<file path="src/rtl/rv_pkg.sv">
// Shared pipeline types and constants for the 5-stage core.
package rv_pkg;

  localparam int XLEN = 32;

  localparam logic [XLEN-1:0] NOP_INSTR = 32'h0;

  typedef enum logic {
    RUN  = 1'b0,
    HALT = 1'b1
  } fetch_state_t;

  typedef struct packed {
    logic [XLEN-1:0] pc;
    logic [XLEN-1:0] pc_plus4;
    logic [XLEN-1:0] instruction;
    logic            valid;
  } if_id_t;

  // Bubble keeps pc_plus4 == pc + 4 so the link value stays consistent.
  localparam if_id_t IF_ID_BUBBLE = '{
    pc:          '0,
    pc_plus4:    32'd4,
    instruction: NOP_INSTR,
    valid:       1'b0
  };

endpackage

</file>
<file path="src/rtl/if_id_reg.sv">
// Pipeline register with load, hold and bubble controls; also the template for ID/EX.
module if_id_reg
  import rv_pkg::*;
(
  input  logic   clk,
  input  logic   reset,
  input  logic   i_load,
  input  logic   i_bubble,
  input  if_id_t i_d,
  output if_id_t o_q
);

  if_id_t r_q;

  // Bubble wins over load; neither asserted means hold.
  always_ff @(posedge clk) begin
    if (reset) begin
      r_q <= IF_ID_BUBBLE;
    end else if (i_bubble) begin
      r_q <= IF_ID_BUBBLE;
    end else if (i_load) begin
      r_q <= i_d;
    end
  end

  assign o_q = r_q;

endmodule

</file>
<file path="src/rtl/fetch_stage.sv">
// Instruction-fetch stage: owns the PC, fills IF/ID, handles stall, redirect and end-of-image halt.
module fetch_stage
  import rv_pkg::*;
#(
  parameter logic [31:0] RESET_PC = 32'h0000_0000,
  parameter int          NUM_INST = 128
) (
  input  logic        clk,
  input  logic        reset,
  input  logic        stall,
  input  logic        branch_taken,
  input  logic [31:0] branch_target,
  output logic [31:0] pc,
  input  logic [31:0] instruction,
  output logic [31:0] if_id_pc,
  output logic [31:0] if_id_pc_plus4,
  output logic [31:0] if_id_instruction,
  output logic        if_id_valid,
  output logic        misalign_err,
  output logic        halted,
  output logic [31:0] fetch_count
);

  localparam logic [31:0] END_PC = 32'(NUM_INST * 4);

  logic [31:0]  r_pc;
  logic [31:0]  r_fetch_count;
  logic         r_misalign;
  fetch_state_t r_state;

  logic [31:0]  w_pc_plus4;
  logic [31:0]  w_target_aligned;
  logic         w_advance;
  logic         w_bubble;
  if_id_t       w_if_id_d;
  if_id_t       w_if_id_q;

  assign w_pc_plus4       = r_pc + 32'd4;
  assign w_target_aligned = {branch_target[31:2], 2'b00};

  // Redirect beats stall; HALT drains IF/ID with bubbles unless stalled.
  assign w_advance = !branch_taken && !stall && (r_state == RUN);
  assign w_bubble  = branch_taken || (!stall && (r_state == HALT));

  assign w_if_id_d = '{
    pc:          r_pc,
    pc_plus4:    w_pc_plus4,
    instruction: instruction,
    valid:       1'b1
  };

  always_ff @(posedge clk) begin
    if (reset) begin
      r_pc          <= RESET_PC;
      r_fetch_count <= '0;
      r_misalign    <= 1'b0;
      r_state       <= RUN;
    end else begin
      r_misalign <= branch_taken && (branch_target[1:0] != 2'b00);
      if (branch_taken) begin
        r_pc    <= w_target_aligned;
        r_state <= (w_target_aligned >= END_PC) ? HALT : RUN;
      end else if (w_advance) begin
        r_pc          <= w_pc_plus4;
        r_fetch_count <= r_fetch_count + 32'd1;
        // The last word is still delivered; halt on the same edge.
        if (w_pc_plus4 == END_PC) begin
          r_state <= HALT;
        end
      end
    end
  end

  if_id_reg u_if_id_reg (
    .clk      (clk),
    .reset    (reset),
    .i_load   (w_advance),
    .i_bubble (w_bubble),
    .i_d      (w_if_id_d),
    .o_q      (w_if_id_q)
  );

  assign pc                = r_pc;
  assign if_id_pc          = w_if_id_q.pc;
  assign if_id_pc_plus4    = w_if_id_q.pc_plus4;
  assign if_id_instruction = w_if_id_q.instruction;
  assign if_id_valid       = w_if_id_q.valid;
  assign misalign_err      = r_misalign;
  assign halted            = (r_state == HALT);
  assign fetch_count       = r_fetch_count;

endmodule
</file>
<file path="config.mk">
export PLATFORM = sky130hd
export DESIGN_NAME = fetch_stage
export DESIGN_NICKNAME = d
export VERILOG_FILES = /design/src/rtl/rv_pkg.sv /design/src/rtl/if_id_reg.sv /design/src/rtl/fetch_stage.sv
export SDC_FILE = /design/constraint.sdc
export NUM_CORES = 1
export LEC_CHECK = 0
export BUFFER_PORTS_ARGS = -buffer_cell sky130_fd_sc_hd__buf_2
export CORE_MARGIN = 2
export CORE_UTILIZATION = 56
export DETAILED_ROUTE_END_ITERATION = 16
export HOLD_SLACK_MARGIN = 0.15
export PLACE_DENSITY = 0.83
export SLEW_MARGIN = 40
export SYNTH_ARGS = -nofsm -noshare
export SYNTH_HDL_FRONTEND = slang
export SYNTH_HIERARCHICAL = 1
export SYNTH_SLANG_ARGS = --single-unit
</file>
<file path="constraint.sdc">
create_clock -name clk -period 7.25 [get_ports clk]
set_input_delay 0 -clock clk [delete_from_list [all_inputs] [get_ports clk]]
set_output_delay 0 -clock clk [all_outputs]
set_load 0.01 [all_outputs]
</file>
* Yosys cells after proc, flatten, opt, wreduce, memory -nomap -nowiden
Index checks and enable logic that the tools add are counted.
** Word-level totals
- Register bits :: 163
- Input bits :: 68
- Output and inout bits :: 163
- Word-level logic and storage cells :: 35
** Cells by class
- Add/sub/neg operators :: 2
- Magnitude comparators :: 1
- Equality and inequality tests :: 1
- Multiplexer cells :: 6
- Bitwise logic cells :: 2
- Reductions and logical operators :: 14
** Operator list (number)
- $mux W32 :: 2
- $add A32 B1 Y32 const B :: 1
- $add A32 B3 Y32 const B :: 1
- $eq A32 B10 Y1 const B :: 1
- $ge A32 B10 Y1 const B :: 1
- $reduce_bool A2 Y1 :: 3
- $logic_and A1 B1 Y1 :: 4
- $mux W1 :: 4
- $reduce_and A2 Y1 :: 2
- $reduce_or A2 Y1 :: 2
- $logic_not A1 Y1 :: 2
- $not A1 Y1 :: 2
- $logic_or A1 B1 Y1 :: 1

* Longest topological paths before layout
Gate-level depths: netlist of run 1.
- Depth in word-level cells :: 5
- Depth in mapped cells :: 9
- Gate-level depth less buffers :: 8

* By module
The synthesis of run 1 kept the hierarchy.
** By module, submodules not included
- fetch_stage :: instances 1, cells an instance 510, area each 3982.6 µm²
- if_id_reg :: instances 1, cells an instance 314, area each 3445.8 µm²

* Worst setup path before layout of run 1
No wires, ideal clock.
- Path type :: reg2reg
- Start point :: reg r_pc[3] (netlist: pc[3])
- End point :: reg r_state (netlist: halted)
- Setup time :: 0.084 ns
- Arrival time :: 2.289 ns
- Slack :: 4.876 ns
- Stages on the path, launching flop included :: 10
- Path buffers :: 1
- Path through :: dfxtp_1 ha_1 nand3_1 or2_2 buf_2 nor3_1 xor2_1 nor4_1 nand4b_1 o31ai_2
** Between the ends
- Cells in the longest elaborated chain, start to end :: 4
** RTL lines
- start: declaration :: RTL line fetch_stage.sv:26 : logic [31:0] r_pc;
- start signal: assignment :: RTL line fetch_stage.sv:61 : r_pc <= w_target_aligned;
- start signal: assignment :: RTL line fetch_stage.sv:64 : r_pc <= w_pc_plus4;
- $add A32 B3 Y32 :: RTL line fetch_stage.sv:38 : assign w_pc_plus4 = r_pc + 32'd4;
- net w_pc_plus4[24] :: RTL line fetch_stage.sv:31 : logic [31:0] w_pc_plus4;
- $eq A32 B10 Y1 :: RTL line fetch_stage.sv:67 : if (w_pc_plus4 == END_PC) begin
- $reduce_bool A2 Y1 (no line)
- $reduce_and A2 Y1 (no line)
- end signal: assignment :: RTL line fetch_stage.sv:62 : r_state <= (w_target_aligned >= END_PC) ? HALT : RUN;
- end: declaration :: RTL line fetch_stage.sv:29 : fetch_state_t r_state;
The timed path passes the listed nets, and every way through them passes these cells.
A chain may end at the register's enable or synchronous reset.

* Final worst setup path of run 1
- Start point :: reg r_pc[2] (netlist: pc[2])
- End point :: reg r_pc[24] (netlist: pc[24])
** Between the ends
- Cells in the longest elaborated chain, start to end :: 3
** RTL lines
- $add A32 B3 Y32 :: RTL line fetch_stage.sv:38
- $mux W32 :: RTL line fetch_stage.sv:63 : end else if (w_advance) begin
- $mux W32 :: RTL line fetch_stage.sv:60 : if (branch_taken) begin
Every way passes these cells. The select of a mux whose other input is x is not followed.

==> results.py, run 1 <==
metrics = {
    "min_path": {
        "min_path_type": "in -> reg",
        "min_to": "pc[13]$_SDFFE_PP0P_",
        "holdCritStartpoint": "branch_taken",
        "hold_path_depth": 3,
    },
    "sta": {
        "final_max_slew_viol_count": 0,
        "timing.fmax_ghz": 0.329,
        "post-route-min-period_ns": 3.04,
        "timing.slew.headroom_pct": 53.9,
        "fin_tns_setup_ns": 0,
        "skew_ns": 0.00702,
        "setup_viol": 0,
        "rsz0062_at_grt": "no",
        "hold_viol": 0,
        "period_share_pct": 42.0,
        "worst_pin_slew_ns": 0.686,
    },
    "clocking": {
        "clk_pin_slew_ns": 0.06,
        "cts_tree": "built",
        "cts_buffers": 17,
        "cts_setup_buffers": 0,
        "clk_latency_ns": 0.42,
        "cts.sinks": 161,
        "htree_levels": 4,
        "cts_resized": 0,
        "cts-hold-fix-buffers": 74,
        "cts_root_buffer": "clkbuf_16",
        "clockBufferDepth": 2,
    },
    "power_and_ir_drop": {
        "fin_total_pwr_mw": 1.99,
        "power_density_nw_per_um2": 202,
        "leakagePower_nw": 4.25,
        "ir_worst_vdd_mv": 0.154,
    },
    "logic_synthesis": {
        "synth-edff-count": 0,
        "yosys.area_share.adder_pct": 0.505,
        "syn_inst": 824,
        "syn_area_per_cell_um2": 9.02,
        "yosys_warnings": 6,
        "synthFlopType": "dfxtp_1",
        "synth_top_family_by_area": "simple AND/OR/NAND/NOR gates",
        "synth_cell_type_count": 57,
        "async_flop_share_pct": 0,
        "ys_seq_area_share_pct": 43.4,
        "syn_area_um2": 7430,
        "synth_seq_cells": 161,
        "synth-simple-area-share_pct": 22.5,
        "synthMuxAreaShare_pct": 14.1,
        "synth_compound_area_share_pct": 5.51,
        "synth_xor_area_share_pct": 9.20,
    },
    "placed_design": {
        "io_buffer_count": 228,
        "gp_congestion": 0.897,
        "dpl_cell_area_um2": 8550,
        "hpwlAfterDp_um": 13900,
    },
    "layout": {
        "final_common_cell": "buf_2",
        "multiInputGateArea_um2": 3880,
        "drive_gt1_share_pct": 25.4,
        "area_growth_syn_to_layout_pct": 32.6,
        "fin_area_um2": 9850,
        "final_nets": 1168,
        "fillerInstances": 935,
        "diodes": 0,
        "regArea_um2": 3220,
        "layout_common_cells": "228 x buf_2, 176 x nor2_1, 161 x dfxtp_1",
        "utilization_pct": 75.3,
    },
    "floorplanning": {
        "die_area_um2": 14200,
        "core_area_um2": 13100,
        "ios": 231,
        "die_y_um": 119,
        "rows": 42,
        "chipWidth_um": 119,
        "initial_utilization_pct": 56.8,
    },
    "detailed_routing": {
        "dr.pass1.iters": 5,
        "met1Wirelength_um": 8690,
        "finalWirelength_um": 21400,
        "met3_length_um": 1590,
        "wire_per_inst_um": 16.6,
        "top_layer": "met4",
        "vias_per_cell": 5.49,
        "ant_nets": 0,
        "via_count": 7052,
        "post-route-drc-count": 0,
        "routed-wl-met2_um": 10300,
        "drt-initial-drc-count": 608,
    },
    "worst_setup_path": {
        "regToRegStartpoint": "pc[2]$_SDFFE_PP0P_",
        "cp_max_fo": 8,
        "slowest_stage": "dlygate4sd3_1",
        "cpPeakStageDelay_ns": 0.58,
        "criticalPathCategory": "reg -> reg",
        "crit_top_cell": "nor2_1",
        "reg2reg_to": "pc[24]$_SDFFE_PP0P_",
        "end_kind": "register",
        "crit_chain": "ha_1 > nand3_1 > or2_2 > nor4_4 > xnor2_1 > nor2_1 > a21oi_1 > dlygate4sd3_1 > nor2_1",
        "r2r_setup_slack_ns": 4.21,
        "worstSetupStartpointType": "register",
        "r2r.worst_path.cells": 9,
        "cp_data_required_time_ns": 7.53,
        "cp.arrival_ns": 3.33,
    },
    "grt": {
        "grt.overflow.total": 0,
        "antenna_found_initial": 0,
        "grt_max_degree": 66,
        "grt.total_usage_pct": 29.8,
        "grt_pass1_vias": 6706,
        "grt_pass1_wl_um": 33600,
    },
    "run_status": {
        "status": "finished, final reports clean",
    },
    "flow_run": {
        "cap_violations": 0,
    },
}
[synthesized netlist by cell type (all sizes together), types with 2 or more instances]
master / number / area share [%]
nand4: 21 / 2.1
o21ai: 17 / 1.1
a21o: 2 / 0.20
nor2: 177 / 9.0
a211oi: 7 / 0.71
dfxtp: 161 / 43
a21oi: 30 / 2.0
o31ai: 4 / 0.47
clkbuf: 23 / 1.2
ha: 3 / 0.51
nand2: 51 / 2.6
buf: 34 / 3.1
mux2i: 105 / 14
and3: 8 / 0.67
and4: 7 / 0.83
inv: 8 / 0.40
and2: 3 / 0.25
a2111o: 2 / 0.30
xor2: 42 / 5.0
nand4b: 3 / 0.35
xnor2: 36 / 4.2
nor2b: 2 / 0.17
conb: 2 / 0.10
or4: 2 / 0.25
or3: 15 / 1.3
nand3: 20 / 1.4
or2: 3 / 0.25
nor3: 11 / 1.0
nor4: 13 / 1.5
[cells by family (layout without fill, tap and decap cells)]
| kind of cell | Yosys count | count (layout) |
|---|---|---|
| AND/OR/NAND/NOR | 342 | 342 |
| flip-flops | 161 | 161 |
| multiplexers | 105 | 105 |
| XOR/XNOR | 78 | 78 |
| AO/OA/AOI/OAI | 68 | 68 |
| buffers and inverters | 65 | 344 |
| adder cells (fa/ha/maj) | 3 | 3 |
| other | 2 | 7 |
[power breakdown]
part,total (mW),switching [mW],internal (mW)
clock network,0.845,0.352,0.493
registers,0.938,0.0359,0.902
logic,0.204,0.103,0.101
[sequential cells by signal, summed over array words and instances (netlist names)]
register / count
fetch_count: 32
halted: 1
misalign_err: 1
pc: 30
u_if_id_reg/o_q: 97
[cell type report]
class / instances / area share (%)
inverter: 8 / 0.356
clock buffer: 20 / 4.74
tap: 176 / 2.24
timing repair buffer: 306 / 19.7
multi-input combinational: 603 / 39.4
clock inverter: 10 / 0.889
sequential: 161 / 32.7
[worst max path at each step]
| stage | slack [ns] | to | startpoint | cells after the start |
|---|---|---|---|---|
| 2_1_floorplan | 4.88 | halted$_SDFFE_PP0P_ | pc[3]$_SDFFE_PP0P_ | 9 |
| 3_3_place_gp | 4.43 | fetch_count[31]$_SDFFE_PP0P_ | branch_taken | 9 |
| 3_5_place_dp | 4.36 | fetch_count[31]$_SDFFE_PP0P_ | branch_taken | 9 |
| 4_1_cts | 4.31 | pc[24]$_SDFFE_PP0P_ | pc[3]$_SDFFE_PP0P_ | 9 |
| 5_1_grt | 4.07 | pc[18]$_SDFFE_PP0P_ | pc[3]$_SDFFE_PP0P_ | 9 |
| 6_report | 4.21 | pc[24]$_SDFFE_PP0P_ | pc[2]$_SDFFE_PP0P_ | 9 |
[metrics by stage]
stage / cells / hold slack, ns / setup slack, ns
detailed placement: 1180 / 0.244 / 4.36
floorplan: 829 / 0.143 / 4.88
global placement: 1178 / 0.235 / 4.43
CTS: 1284 / 0.151 / 4.31
finish: 1284 / 0.180 / 4.21
global route: 1284 / 0.194 / 4.07
[metal layers]
layer	vias to the layer above	GRT usage [%]
li1	3336	-
met1	3315	36.2
met2	337	49.2
met3	64	7.66
met4	0	14.5
met5	-	0
[worst max-delay path: cells and delay by family (launching register included)]
family | cells | cell delay, ns
compound gates | 1 | 0.16
simple gates | 5 | 1.22
buf+inv | 1 | 0.58
xor+xnor | 1 | 0.16
fa+ha+maj | 1 | 0.29
flops | 1 | 0.49
No activity file was read; power rests on OpenSTA's default activity.
==> run 2: changes to the inputs <==
- CORE_UTILIZATION: 56 -> 47
- PLACE_DENSITY: 0.83 -> 0.74
- clock period: 7.25 -> 2.6 ns (I/O delays scaled with it)
==> results.py, run 2 (synthesis gave the netlist of run 1 again) <==
metrics = {
    "floorplanning": {
        "die_y_um": 130,
        "initial_utilization_pct": 48.5,
        "chipWidth_um": 130,
        "die_area_um2": 16800,
        "ios": 231,
        "rows": 45,
        "core_area_um2": 15300,
    },
    "worst_setup_path": {
        "criticalPathCategory": "reg -> reg",
        "cp_data_required_time_ns": 2.91,
        "cp_max_fo": 8,
        "end_kind": "register",
        "cp.arrival_ns": 2.73,
        "r2r_setup_slack_ns": 0.18,
        "worstSetupStartpointType": "register",
    },
    "layout": {
        "final_common_cell": "buf_2",
        "fillerInstances": 1251,
        "utilization_pct": 67.1,
        "fin_area_um2": 10300,
        "area_growth_syn_to_layout_pct": 38.2,
        "diodes": 0,
        "final_nets": 1213,
        "largest_reg_flops": 97,
        "layout_common_cells": "228 x buf_2, 175 x nor2_1, 157 x dfxtp_1",
        "drive_gt1_share_pct": 28.4,
    },
    "clocking": {
        "cts_setup_buffers": 0,
        "clk_pin_slew_ns": 0.06,
        "cts_tree": "built",
        "clockBufferDepth": 2,
        "cts.sinks": 161,
        "cts_root_buffer": "clkbuf_16",
        "htree_levels": 4,
        "cts_buffers": 17,
        "clk_latency_ns": 0.42,
    },
    "sta": {
        "hold_viol": 0,
        "period_share_pct": 93.1,
        "final_max_slew_viol_count": 0,
        "skew_ns": 0.00746,
        "hold_slack_ns": 0.217,
        "setup_slack_ns": 0.181,
        "post-route-min-period_ns": 2.42,
        "setup_viol": 0,
        "fin_tns_setup_ns": 0,
        "rsz0062_at_grt": "no",
        "worst_pin_slew_ns": 0.596,
        "timing.slew.headroom_pct": 60.3,
        "timing.fmax_ghz": 0.413,
    },
    "grt": {
        "grt_max_degree": 54,
        "grt.overflow.total": 0,
        "met2_usage_pct": 44.5,
        "grt_pass1_wl_um": 35400,
        "antenna_found_initial": 0,
        "grt_pass1_vias": 6795,
        "busiest_layer": "met2",
        "grt.total_usage_pct": 27.0,
        "grt_util_met1_pct": 33.8,
        "met3_usage_pct": 6.85,
    },
    "detailed_routing": {
        "finalWirelength_um": 22800,
        "dr.pass1.iters": 5,
        "ant_nets": 0,
        "via_count": 7098,
        "drt-initial-drc-count": 644,
        "vias_per_cell": 5.20,
        "post-route-drc-count": 0,
        "wire_per_inst_um": 16.7,
    },
    "placed_design": {
        "hpwlAfterDp_um": 15900,
        "dpl_cell_area_um2": 8900,
        "io_buffer_count": 228,
        "preCtsSetupSlack_ns": 0.270,
        "gp_congestion": 0.966,
    },
    "power_and_ir_drop": {
        "ir_worst_vdd_mv": 0.392,
        "power_density_nw_per_um2": 547,
        "leakagePower_nw": 4.50,
    },
    "flow_run": {
        "cap_violations": 0,
    },
    "run_status": {
        "status": "finished, final reports clean",
    },
    "min_path": {
        "min_path_type": "in -> reg",
    },
}
-- run 2: area by class of cell --
class / instances / area (µm²) / area share, %
multi-input combinational: 603 / 3890 / 37.9
sequential: 161 / 3230 / 31.4
timing repair buffer: 351 / 2290 / 22.3
clock buffer: 21 / 460 / 4.48
tap: 211 / 264 / 2.57
clock inverter: 11 / 106 / 1.04
inverter: 8 / 35.0 / 0.341
-- run 2: worst max-delay path, cell delays in order (launching register included) --
cell and delay [ns]:
dfxtp_1 0.34, ha_1 0.24, nand3_1 0.13, or2_2 0.42, nor2_2 0.17, nand2_1 0.09
xnor2_1 0.15, mux2i_1 0.14, nor2_1 0.05, dlygate4sd3_1 0.57
-- run 2: power by group --
group          internal [mW]  leakage (nW)  total (mW)  switching [mW]
sequential              2.52          1.31        2.57          0.0492
clock                   1.37         0.258        2.38            1.01
combinational          0.315          2.93       0.669           0.355
-- run 2: final timing paths --
| path | from | to | cells past startpoint |
|---|---|---|---|
| setup reg to reg | pc[2]$_SDFFE_PP0P_ | pc[10]$_SDFFE_PP0P_ | 9 |
| hold reg to reg | u_if_id_reg/o_q[32]$_SDFFE_PP0P_ | u_if_id_reg/o_q[32]$_SDFFE_PP0P_ | 2 |
| setup / recovery | pc[2]$_SDFFE_PP0P_ | pc[10]$_SDFFE_PP0P_ | 9 |
| hold / removal | stall | fetch_count[1]$_SDFFE_PP0P_ | 5 |
-- run 2: through the flow --
stage	instances	total power, mW
finish	1366	5.62
global route	1366	5.81
floorplan	829	2.96
CTS	1366	5.64
global placement	1255	3.17
detailed placement	1255	3.17
-- run 2: timing repair --
| item | in CTS | in global routing |
|---|---|---|
| hold buffers | 79 | 0 |
| endpoints found under the setup margin | 0 | 3 |
| endpoints found under the hold margin | 74 | 0 |
| gates resized for setup | 0 | 7 |
-- run 2: routing by layer --
metal,wire length (µm),vias up
li1,-,3433
met5,0,-
met3,1760,51
met1,9500,3320
met4,705,0
met2,10800,294
